File: src/rtl/wb_port_arbiter.sv
// wb_port_arbiter
// Shares the single register-file write port between four result producers.
// Destination-r0 results are absorbed in the same cycle without using the port.
// Among the remaining requests, one is granted per cycle in round-robin order,
// and the grant is registered into the write-back outputs.
module wb_port_arbiter #(
    parameter int WIDTH = 32,
    parameter int NREQ  = 4
) (
    input  logic                  clk,
    input  logic                  reset,
    input  logic [NREQ-1:0]       req,
    input  logic [5*NREQ-1:0]     req_dst,
    input  logic [NREQ*WIDTH-1:0] req_data,
    input  logic                  flush,
    output logic [NREQ-1:0]       ack,
    output logic [NREQ-1:0]       stalled,
    output logic                  wb_we,
    output logic [4:0]            wb_dst,
    output logic [WIDTH-1:0]      wb_data,
    output logic [1:0]            last_grant
);

    // Per-requester views of the flat buses.
    logic [4:0]       w_dst  [NREQ];
    logic [WIDTH-1:0] w_data [NREQ];
    logic [NREQ-1:0]  w_elig;
    logic [NREQ-1:0]  w_r0;

    // Arbitration results.
    logic [1:0]       w_scan_idx;
    logic [1:0]       w_gnt_idx;
    logic             w_gnt_found;
    logic             w_port_grant;
    logic [NREQ-1:0]  w_port_ack;
    logic [4:0]       w_gnt_dst;
    logic [WIDTH-1:0] w_gnt_data;

    // Registered state.
    logic             r_wb_we;
    logic [4:0]       r_wb_dst;
    logic [WIDTH-1:0] r_wb_data;
    logic [1:0]       r_last_grant;

    // Unpack requests and split them into port-eligible and r0-absorbed sets.
    always_comb begin
        for (int i = 0; i < NREQ; i++) begin
            w_dst[i]  = req_dst[5*i +: 5];
            w_data[i] = req_data[WIDTH*i +: WIDTH];
            w_elig[i] = req[i] && (w_dst[i] != 5'd0);
            w_r0[i]   = req[i] && (w_dst[i] == 5'd0);
        end
    end

    // Round-robin scan starting just after the last port grant; the 2-bit
    // index wraps 3->0 on its own, and the fourth step revisits last_grant.
    always_comb begin
        w_scan_idx  = 2'd0;
        w_gnt_idx   = 2'd0;
        w_gnt_found = 1'b0;
        for (int k = 1; k <= NREQ; k++) begin
            w_scan_idx = r_last_grant + 2'(k);
            if (!w_gnt_found && w_elig[w_scan_idx]) begin
                w_gnt_found = 1'b1;
                w_gnt_idx   = w_scan_idx;
            end
        end
    end

    // A port grant only happens outside reset and flush; select its payload.
    always_comb begin
        w_port_grant = w_gnt_found && !reset && !flush;
        w_gnt_dst    = w_dst[w_gnt_idx];
        w_gnt_data   = w_data[w_gnt_idx];
        for (int i = 0; i < NREQ; i++) begin
            w_port_ack[i] = w_port_grant && (w_gnt_idx == 2'(i));
        end
    end

    // Acknowledge and stall outputs: reset silences everything, flush
    // discards all pending requests, otherwise r0 absorption plus the grant.
    always_comb begin
        if (reset) begin
            ack     = '0;
            stalled = '0;
        end else if (flush) begin
            ack     = req;
            stalled = '0;
        end else begin
            ack     = w_r0 | w_port_ack;
            stalled = req & ~ack;
        end
    end

    // Write-back register and round-robin pointer; payload and pointer hold
    // when no port grant occurs.
    always_ff @(posedge clk) begin
        if (reset) begin
            r_wb_we      <= 1'b0;
            r_wb_dst     <= 5'd0;
            r_wb_data    <= '0;
            r_last_grant <= 2'd3;
        end else begin
            r_wb_we <= w_port_grant;
            if (w_port_grant) begin
                r_wb_dst     <= w_gnt_dst;
                r_wb_data    <= w_gnt_data;
                r_last_grant <= w_gnt_idx;
            end
        end
    end

    assign wb_we      = r_wb_we;
    assign wb_dst     = r_wb_dst;
    assign wb_data    = r_wb_data;
    assign last_grant = r_last_grant;

endmodule

File: config.mk
export PLATFORM = sky130hd
export DESIGN_NAME = wb_port_arbiter
export DESIGN_NICKNAME = d
export VERILOG_FILES = /design/src/rtl/wb_port_arbiter.sv
export SDC_FILE = /design/constraint.sdc
export NUM_CORES = 1
export LEC_CHECK = 0
export CORE_ASPECT_RATIO = 2
export CORE_MARGIN = 1.5
export CORE_UTILIZATION = 37
export DETAILED_ROUTE_END_ITERATION = 16
export PLACE_DENSITY = 0.81
export SKIP_CTS_REPAIR_TIMING = 1
export SYNTH_ARGS = -nofsm -noshare
export SYNTH_HDL_FRONTEND = slang
export SYNTH_SLANG_ARGS = --single-unit
File: constraint.sdc
create_clock -name clk -period 2.7 [get_ports clk]
set_input_delay 0.27 -clock clk [delete_from_list [all_inputs] [get_ports clk]]
set_output_delay 0.27 -clock clk [all_outputs]
set_load 0.1 [all_outputs]
Word-level counts from Yosys, hierarchy flattened:

Cells that the tools add are included.

* multiplexer cells: 26
* bitwise operators: 4
* equality and inequality tests: 3
* add/sub/neg operators: 3
* $lt $le $gt $ge: 5
* reductions and logical operators: 31

Operators by type and width (count)
* binary-select mux 32 bit (select 2 bit): 1
* two-way mux 32 bit: 2
* logical NOT 5 bit: 4
* nonzero test 5 bit: 4
* logical AND 1 bit: 17
* two-way mux 4 bit: 4
* < comparator 2 x 3 -> 1 bit, second input constant: 4
* binary-select mux 5 bit (select 2 bit): 1
* two-way mux 5 bit: 2
* binary-select mux 1 bit (select 2 bit): 4
* two-way mux 1 bit: 8
* two-way mux 2 bit: 4
* logical NOT 1 bit: 5
* adder 2 bit, second input constant: 2
* AND 4 bit: 1
* == test 2 bit, second input constant: 2
* inverter 4 bit: 1
* OR 4 bit: 1
* >= comparator 3 bit, second input constant: 1
* inverter 2 -> 3 bit: 1
* adder 2 x 1 -> 2 bit, second input constant: 1
* == test 2 x 1 -> 1 bit, second input constant: 1
* logical NOT 2 bit: 1

* bits of input ports: 155
* bits in registers: 40
* word-level logic and storage cells: 76
* output and inout bits: 48

Depth between registers and ports, before layout:

Gate-level depths: netlist (run 1).

* depth in word-level cells: 22
* depth in mapped cells: 11
* gate-level depth less buffers: 6

Worst setup path before layout (run 1):

OpenSTA, ideal clock, no wires.

* kind: reg-to-output
* from: register r_last_grant[1] (netlist: last_grant[1])
* to: output port stalled[1]
* required time: 2430 ps
* buffers on the path: 4
* stages on the path, launching flop included: 10
* setup slack: -1974 ps
* arrival time: 4404 ps
* cell sequence: dfxtp_1 -> clkbuf_1 -> nor2_1 -> o211ai_1 -> and2_1 -> buf_2 -> nand3_1 -> buf_2 -> buf_2 -> a211oi_1

* word-level cells in the longest chain between the ends: 21
* elaborated cells on any way between the ends: 34
* those cells by class: add/sub: 3; eq/ne: 1; mux: 18; bitwise: 3; reduce/logical: 9

RTL lines
* start: declaration: RTL line 43 `logic [1:0] r_last_grant;`
* start signal: assignment: RTL line 108 `r_last_grant <= w_gnt_idx;`
* adder 2 x 1 -> 2 bit: RTL line 62 `w_scan_idx = r_last_grant + 2'(k);`
* binary-select mux 1 bit (select 2 bit): RTL line 63 `if (!w_gnt_found && w_elig[w_scan_idx]) begin`
* two-way mux 1 bit (not written as such): RTL line 63
* two-way mux 1 bit: RTL line 63
* logical NOT 1 bit: RTL line 63
* logical AND 1 bit: RTL line 63
* two-way mux 1 bit: RTL line 63
* logical NOT 1 bit: RTL line 63
* [... 4 more ...]
* two-way mux 1 bit: RTL line 63
* logical AND 1 bit (2 in series): RTL line 72 `w_port_grant = w_gnt_found && !reset && !flush;`
* logical AND 1 bit (*): RTL line 76 `w_port_ack[i] = w_port_grant && (w_gnt_idx == 2'(i));`
* OR 4 bit (*): RTL line 90 `ack = w_r0 | w_port_ack;`
* inverter 4 bit (*): RTL line 91 `stalled = req & ~ack;`
* AND 4 bit (*): RTL line 91
* two-way mux 4 bit (*): RTL line 86 `end else if (flush) begin`
* two-way mux 4 bit (*): RTL line 83 `if (reset) begin`
* end: declaration: RTL line 17 `output logic [NREQ-1:0] stalled,`

Mark *: on every way between the ends. The rest lies on a longest branch, timed or not. The select of a mux whose other input is x is not followed.

Worst setup path after layout (run 1):

* from: input port req_dst[15]
* to: output port ack[1]

* word-level cells in the longest chain between the ends: 20
* elaborated cells on any way between the ends: 31
* those cells by class: eq/ne: 1; mux: 18; bitwise: 1; reduce/logical: 11

RTL lines
* start: declaration: RTL line 13 `input logic [5*NREQ-1:0] req_dst,`
* nonzero test 5 bit (*): RTL line 50 `w_elig[i] = req[i] && (w_dst[i] != 5'd0);`
* logical AND 1 bit (*): RTL line 50
* binary-select mux 1 bit (select 2 bit): RTL line 63
* two-way mux 1 bit (not written as such): RTL line 63
* two-way mux 1 bit: RTL line 63
* logical NOT 1 bit: RTL line 63
* logical AND 1 bit: RTL line 63
* two-way mux 1 bit: RTL line 63
* [... 3 more ...]
* logical NOT 1 bit: RTL line 63
* logical AND 1 bit: RTL line 63
* two-way mux 1 bit: RTL line 63
* logical AND 1 bit (2 in series): RTL line 72
* logical AND 1 bit (*): RTL line 76
* OR 4 bit (*): RTL line 90
* two-way mux 4 bit (*): RTL line 86
* two-way mux 4 bit (*): RTL line 83
* end: declaration: RTL line 16 `output logic [NREQ-1:0] ack,`

Marked as above.

==> results of run 1 <==
worst min-delay path, stage by stage:
cell,delay (ns)
clkbuf_2,0.09
nand2_1,0.05
a211oi_1,0.06
cells in the final DEF (no fill, tap or decap), types with 7 or more instances in the layout:
cell               n
a221oi_1           7
a311oi_1          27
a31oi_1           30
nand2_1           58
inv_1             32
and2_1             8
nor3b_1           30
nor2_1            65
buf_12            13
clkdlybuf4s50_1  137
a2111oi_0         28
dlymetal6s2s_1    11
buf_4            105
a21oi_1            8
mux2i_1            7
dfxtp_1           38
a211oi_1          13
metrics by stage:
stage / util, % / setup slack [ns] / hold WS (ns)
after floorplan: - / -0.2756 / 0.4111
after global placement: 69.90 / -0.3695 / 0.5129
after detailed placement: 69.90 / -0.3776 / 0.5317
after CTS: 71.86 / -0.3699 / 0.5392
after global routing: 73.73 / -0.05951 / 0.2456
final: 73.73 / -0.05679 / 0.2454
registers in the layout, summed over array words and instances, names as in the netlist:
register,count
last_grant,2
wb_we,1
wb_data,32
wb_dst,5
path summary, 6_finish.rpt:
kind / end / slack (ns) / depth (start not counted)
worst max-delay path: ack[1] / -0.06 / 7
worst min-delay path: wb_dst[2] / 0.25 / 3
worst max register to register: wb_data[30] / 0.30 / 10
worst min register to register: wb_data[15] / 0.53 / 2
metal layers:
layer	GRT usage [%]	wire, um
met3	3.775	1138
met5	0	0
met1	33.56	4919
met4	21.89	986
met2	57.26	8190
kinds of logic after synthesis:
logic type,count (synthesis),share of synthesized area (%)
mux,7,2.198
buf+inv,75,10.44
simple gates,176,26.18
compound gates,149,36.07
flops,40,25.12
final cells by class:
type                       count  area (um2)
timing repair buffer         273        2605
inverter                      32       120.1
tap                           98       122.6
clock buffer                   6       150.1
clock inverter                 2       12.51
sequential                    40       805.8
multi-input combinational    332        2297
fill                         638        2178
where the power goes:
| part | leakage (nW) | total, W | switching (W) | internal (W) |
|---|---|---|---|---|
| Sequential | 0.330 | 0.000705 | 0.0000443 | 0.000660 |
| Clock | 0.0780 | 0.000656 | 0.000258 | 0.000397 |
| Combinational | 2.12 | 0.00173 | 0.00109 | 0.000641 |
==> results.toml, run 1 <==
[clock_tree]
cts_buffer_depth = 2
clk_latency_ns = 0.29
clock-root-buffer = "clkbuf_16"
cts_sinks = 40
cts_tree = "done"
cts_buffers = 5
h-tree-depth = 2
path_clk_slew_ns = 0.06

[placed_design]
place_congestion = 0.9361
dp_hpwl_um = 11400
io_buffer_count = 202
place_area_mm2 = 0.005796
dp.cells = 768

[floorplanning]
num_rows = 47
fp.coreArea_mm2 = 0.008292
initial_core_util_pct = 38.45
die_h_um = 134.3
ios = 203
die-area_mm2 = 0.009216
die_w_um = 68.64

[routing]
routed-via-count = 4734
wl_um = 15240
dr.first_iter.drc_count = 473
vias_per_cell = 6.046
wire_per_inst_um = 19.46
ant_nets = 0
first_pass_iters = 5
route.detailed.drc = 0

[critical_path]
cp_data_required_time_ns = 2.43
crit_path_start = "req_dst[15]"
worst_ep_arrival_time_ns = 2.49
path_class = "in2out"
path_cells = "clkdlybuf4s50_1 -> o21ai_4 -> o32a_4 -> and3_4 -> or3_4 -> a21oi_4 -> buf_12"
rr_startpoint = "last_grant[0]"
critical_path.top_delay_family = "buffers and inverters"
path_buf_inv = 2
path_max_fanout = 6
worstSetupStartpointType = "primary input"
cp_slowest_cell = "clkdlybuf4s50_1"
cp-end-kind = "primary output"
cpPeakStageDelay_ns = 0.70

[yosys]
yosysTopAreaCellShare_pct = 25.12
syn_nets = 602
synth-seq-cells = 40
synth_flop_cell = "dfxtp_1"
synth_enable_flop_cells = 0
yosysSeqAreaShare_pct = 25.12
ys_top_cells_by_count = "nor2_1, nand2_1, dfxtp_1"
yosysMostFrequentCell = "nor2_1"
synthDistinctLibCells = 38
syn_area_per_cell_um2 = 7.132
syn_inst = 447
yosysTopAreaCell = "dfxtp_1"
synth_area_mm2 = 0.003188
ys_top_cells_by_area = "dfxtp_1, a2111oi_0, nor2_1"
ys_async_sr_fraction_pct = 0
yosys_warnings = 0

[global_routing]
antenna_found_initial = 0
grt_max_degree = 38
grt_pass1_wl_um = 22780
grt_pass1_vias = 4801
track_usage_pct = 32.40
grt-ovfl-total = 0

[timing]
worstMarginPinSlew_ns = 0.6252
period_share_pct = 102.1
slew_headroom_pct = 58.04
rsz0062_at_grt = "yes"
hold_viol_final = 0
clock_skew_ns = 0.004123
totalNegativeSetupSlack_ns = -0.05679
setup_ws_ns = -0.05679
max_freq_ghz = 0.3627
fin_crit_ns = 2.757
setup_viol = 1
slew_violations = 0

[outcome]
outcome = "finished with violations"
violations = "negative setup slack"

[min_path]
hold_path.class = "in2reg"
hold_path_startpoint = "req_dst[2]"

[power]
p_leak_nw = 2.529
vdd_ir_drop_max_v = 0.0003757
finalPower_w = 0.003089
power_density_mw_per_mm2 = 505.4

[finish]
antenna_cells = 0
nNetsFinal = 839
drive_gt1_share_pct = 24.53
area_growth_pct = 91.76
design_area_mm2 = 0.006113
final_cells = 783

[job]
max-cap-violations = 0
Power figures use the tool's default switching activity.
==> inputs of run 2 (changes only) <==
- PLACE_DENSITY: 0.81 -> 0.79
==> run 2 against run 1 <==
Effect of this change: the flow now finishes without violations; largest cell class unchanged; first-iteration DRC count fell by 36%; critical path type unchanged; largest power group unchanged; critical endpoint unchanged; clock skew increased by 0.0016 ns; routed wire length rose by 0.57%; core utilization shrank 0.35 points; cell count fell by 0.26%; register-to-register slack better by 0.03 ns; sequential share of layout area is 0.062 points higher; non-clock buffer count fell by 1.
==> results.toml, run 2 (synthesized netlist as in run 1, its figures left out) <==
[critical_path]
cp_slowest_cell = "or4_4"
path_class = "in2out"
cpPeakStageDelay_ns = 0.55
path_max_fanout = 3
cp_data_required_time_ns = 2.43
worst_ep_arrival_time_ns = 2.41
path_cells = "buf_6 -> or4_4 -> o21a_4 -> o32a_4 -> and3_4 -> or3_4 -> a21oi_4 -> buf_12"
cp-end-kind = "primary output"
path_buf_inv = 2
critical_path.top_delay_family = "simple AND/OR/NAND/NOR gates"
worstSetupStartpointType = "primary input"

[timing]
slew_headroom_pct = 54.86
setup_ws_ns = 0.02037
slew_violations = 0
fin_crit_ns = 2.680
hold_slack_ns = 0.2428
period_share_pct = 99.25
hold_viol_final = 0
totalNegativeSetupSlack_ns = 0
worstMarginPinSlew_ns = 0.6725
max_freq_ghz = 0.3732
setup_viol = 0
clock_skew_ns = 0.005674

[floorplanning]
initial_core_util_pct = 38.45
die-area_mm2 = 0.009216
die_w_um = 68.64
num_rows = 47
die_h_um = 134.3
ios = 203
fp.coreArea_mm2 = 0.008292

[global_routing]
grt_pass1_vias = 4676
grt_pass1_wl_um = 21740
antenna_found_initial = 0
track_usage_pct = 31.15
grt-ovfl-total = 0
grt_max_degree = 42

[finish]
drive_gt1_share_pct = 23.87
area_growth_pct = 90.86
layout_commonest_cell = "clkdlybuf4s50_1"
final_cell_mix = "clkdlybuf4s50_1, buf_4, nor2_1"
nNetsFinal = 838
antenna_cells = 0
fillerInstances = 636
utilization_pct = 73.38
largest_reg_flops = 32

[clock_tree]
h-tree-depth = 2
clock-root-buffer = "clkbuf_16"
cts_buffers = 5
cts_tree = "done"
clk_latency_ns = 0.29
cts_buffer_depth = 2
cts_sinks = 40
path_clk_slew_ns = 0.06

[routing]
first_pass_iters = 5
top_layer_used = "met4"
routed-via-count = 4661
wl_met2_um = 8249
wire_per_inst_um = 19.62
route.detailed.drc = 0
wl_um = 15320
dr.first_iter.drc_count = 305
wl_met3_um = 957
ant_nets = 0
vias_per_cell = 5.968
wl_met1_um = 5203

[placed_design]
io_buffer_count = 202
dp_slack_ns = -0.3355
place_congestion = 0.8820
dp_hpwl_um = 11040

[job]
max-cap-violations = 0

[min_path]
hold_path.class = "in2reg"

[outcome]
outcome = "completed"

[power]
vdd_ir_drop_max_v = 0.0003197
power_density_mw_per_mm2 = 494.3
finalPower_w = 0.003008
p_leak_nw = 2.503
-- run 2: path summary, 6_finish.rpt --
kind	startpoint	to	slack, ns	cells after the start
worst min register to register	wb_data[6]	wb_data[6]	0.54	2
worst max register to register	last_grant[0]	wb_dst[1]	0.33	9
worst max-delay path	req_dst[11]	ack[1]	0.02	8
worst min-delay path	req_dst[0]	wb_dst[0]	0.24	3
-- run 2: report_power, final --
part | switching [W] | total (W) | internal [W]
Sequential | 0.0000451 | 0.000706 | 0.000661
Clock | 0.000247 | 0.000584 | 0.000336
Combinational | 0.00109 | 0.00172 | 0.000632
-- run 2: routing by layer --
layer,global-route usage (%),up-vias
met5,0,-
met4,20.22,0
met3,4.614,72
met2,56.73,267
met1,30.41,2188
li1,-,2134
-- run 2: metrics by stage --
step,area [um2],cells
floorplan,3341,447
global placement,5694,758
detailed placement,5694,758
CTS,5828,765
global route,6085,781
finish,6085,781
-- run 2: worst min-delay path, delay by kind of cell --
kind | cells | cell delay [ns]
buffers and inverters | 1 | 0.10
and+or+nand+nor | 1 | 0.06
AOI/OAI and AO/OA | 1 | 0.05
-- run 2: layout make-up --
type	count	area, um2	share of cell area [%]
clock inverter	1	5.005	0.08225
timing repair buffer	272	2609	42.87
tap	98	122.6	2.015
multi-input combinational	332	2293	37.69
inverter	32	120.1	1.974
clock buffer	6	128.9	2.118
sequential	40	805.8	13.24
==> inputs of run 3 (changes only) <==
- ABC_AREA: default -> 0
- TNS_END_PERCENT: default -> 20
==> run 3 against run 2 <==
Effect of this change: the run now ends with negative setup slack left; worst hold slack worse by 0.020 ns; total power is 0.96% higher; flip-flop and latch count did not move; die area stayed put; register-to-register slack worse by 0.05 ns; sequential share of layout area rose by 0.099 points; routed wire length rose by 1.7%; design area down 0.74%; cell count decreased by 0.77%; worst setup slack got worse by 0.034 ns; critical path type unchanged; largest power group unchanged.
==> results.toml, run 3 (synthesized netlist as in run 1, its figures left out) <==
[outcome]
outcome = "finished with violations"
violations = "negative setup slack"

[critical_path]
cp-end-kind = "primary output"
worstSetupStartpointType = "primary input"
cp_slowest_cell = "or4_4"
cpPeakStageDelay_ns = 0.55
cp_data_required_time_ns = 2.43
reg2reg_to = "wb_dst[1]"
path_max_fanout = 5
regToRegSetupSlack_ns = 0.28
crit_path_start = "req_dst[2]"
worst_ep_arrival_time_ns = 2.44
rr_startpoint = "last_grant[0]"
path_class = "in2out"
r2r_cells = 10
path_buf_inv = 2
critical_path.top_delay_family = "simple AND/OR/NAND/NOR gates"
path_cells = "clkbuf_2 -> or4_4 -> o21a_4 -> a211o_1 -> and3_4 -> or3_4 -> a21oi_4 -> buf_12"

[placed_design]
dp_hpwl_um = 11760
place_congestion = 0.9717
dp_slack_ns = -0.4082
io_buffer_count = 202
place_area_mm2 = 0.005752
dp.cells = 761

[finish]
design_area_mm2 = 0.006040
final_cells = 775
antenna_cells = 0
layout_commonest_cell = "clkdlybuf4s50_1"
drive_gt1_share_pct = 23.19
nNetsFinal = 831
largest_reg_flops = 32
area_growth_pct = 89.44
final_cell_mix = "clkdlybuf4s50_1, buf_4, nor2_1"
fillerInstances = 686

[min_path]
hold_path_startpoint = "req_dst[1]"
hold_path_depth = 3
holdPathEnd = "wb_dst[1]"
hold_path.class = "in2reg"

[clock_tree]
cts_buffer_depth = 2
clk_latency_ns = 0.28
cts_buffers = 5
clock-root-buffer = "clkbuf_16"
cts_sinks = 40
h-tree-depth = 2
cts_tree = "done"
path_clk_slew_ns = 0.06

[power]
seq_power_share_pct = 23.2
p_clk_share_pct = 20.2
vdd_ir_drop_max_v = 0.0003596
finalPower_w = 0.003036
p_sw_w = 0.001373
power_density_mw_per_mm2 = 502.8
p_leak_nw = 2.479
switching_share_pct = 45.20
power.internal_w = 0.001664
power_frac_comb_pct = 56.6

[timing]
rsz0062_at_grt = "yes"
hold_viol_final = 0
max_freq_ghz = 0.3685
slew_headroom_pct = 60.26
hold_slack_ns = 0.2230
clock_skew_ns = 0.001494
fin_crit_ns = 2.714
setup_viol = 1
setup_ws_ns = -0.01358
worstMarginPinSlew_ns = 0.5811
slew_violations = 0
period_share_pct = 100.5

[routing]
routed-via-count = 4738
wl_um = 15580
vias_per_cell = 6.114
dr.first_iter.drc_count = 421
route.detailed.drc = 0
first_pass_iters = 5
wire_per_inst_um = 20.10
ant_nets = 0

[global_routing]
grt_max_degree = 38
track_usage_pct = 32.96
antenna_found_initial = 0
grt_pass1_wl_um = 22690
grt-ovfl-total = 0
grt_pass1_vias = 4870

[job]
max-cap-violations = 0

[floorplanning]
num_rows = 47
die_w_um = 68.64
die_h_um = 134.3
fp.coreArea_mm2 = 0.008292
die-area_mm2 = 0.009216
initial_core_util_pct = 38.45
ios = 203
==> run 3: changes by cell type in the layout (fill, tap and decap cells not counted), sizes merged <==
cell,before,now
clkdlybuf4s50,137,135
clkinv,1,0
clkbuf,11,13
buf,119,113
dlymetal6s2s,11,12
==> run 3: per-layer routing <==
metal | up-vias | track usage (%) | share of wire, %
li1 | 2125 | - | -
met1 | 2209 | 29.70 | 31
met2 | 307 | 58.87 | 54
met3 | 97 | 5.537 | 6.5
met4 | 0 | 28.22 | 8.1
met5 | - | 0 | 0
==> run 3: worst max-delay path by stage <==
stage | end | slack, ns | depth (start not counted)
2_1_floorplan | stalled[3] | -0.28 | 6
3_3_place_gp | stalled[1] | -0.29 | 8
3_5_place_dp | wb_dst[1] | -0.41 | 9
4_1_cts | stalled[1] | -0.36 | 8
5_1_grt | ack[3] | -0.06 | 10
6_report | ack[1] | -0.01 | 8
==> run 3: worst min-delay path: stages <==
cell,delay (ns)
clkbuf_2,0.09
nand2_1,0.05
a211oi_1,0.05
==> run 3: per-stage QoR <==
step                      setup TNS (ns)  utilization, %
final                           -0.01358           72.84
after global routing             -0.1095           72.84
after CTS                         -2.614           71.13
after detailed placement          -11.91           69.37
after global placement            -8.260           69.37
after floorplan                   -1.457               -
==> run 3: layout make-up <==
cell class / count / area, um2 / area share, %
multi-input combinational: 332 / 2278 / 37.73
clock buffer: 8 / 146.4 / 2.424
timing repair buffer: 265 / 2566 / 42.49
tap: 98 / 122.6 / 2.030
inverter: 32 / 120.1 / 1.989
sequential: 40 / 805.8 / 13.34
==> run 3: power by group through the flow <==
stage / clock network, W / registers [W] / logic [W]
6_report: 0.000613 / 0.000704 / 0.00172
5_1_grt: 0.000646 / 0.000712 / 0.00180
4_1_cts: 0.000619 / 0.000703 / 0.00167
3_5_place_dp: 0 / 0.000715 / 0.00167
3_3_place_gp: 0 / 0.000712 / 0.00164
2_1_floorplan: 0 / 0.00120 / 0.000566
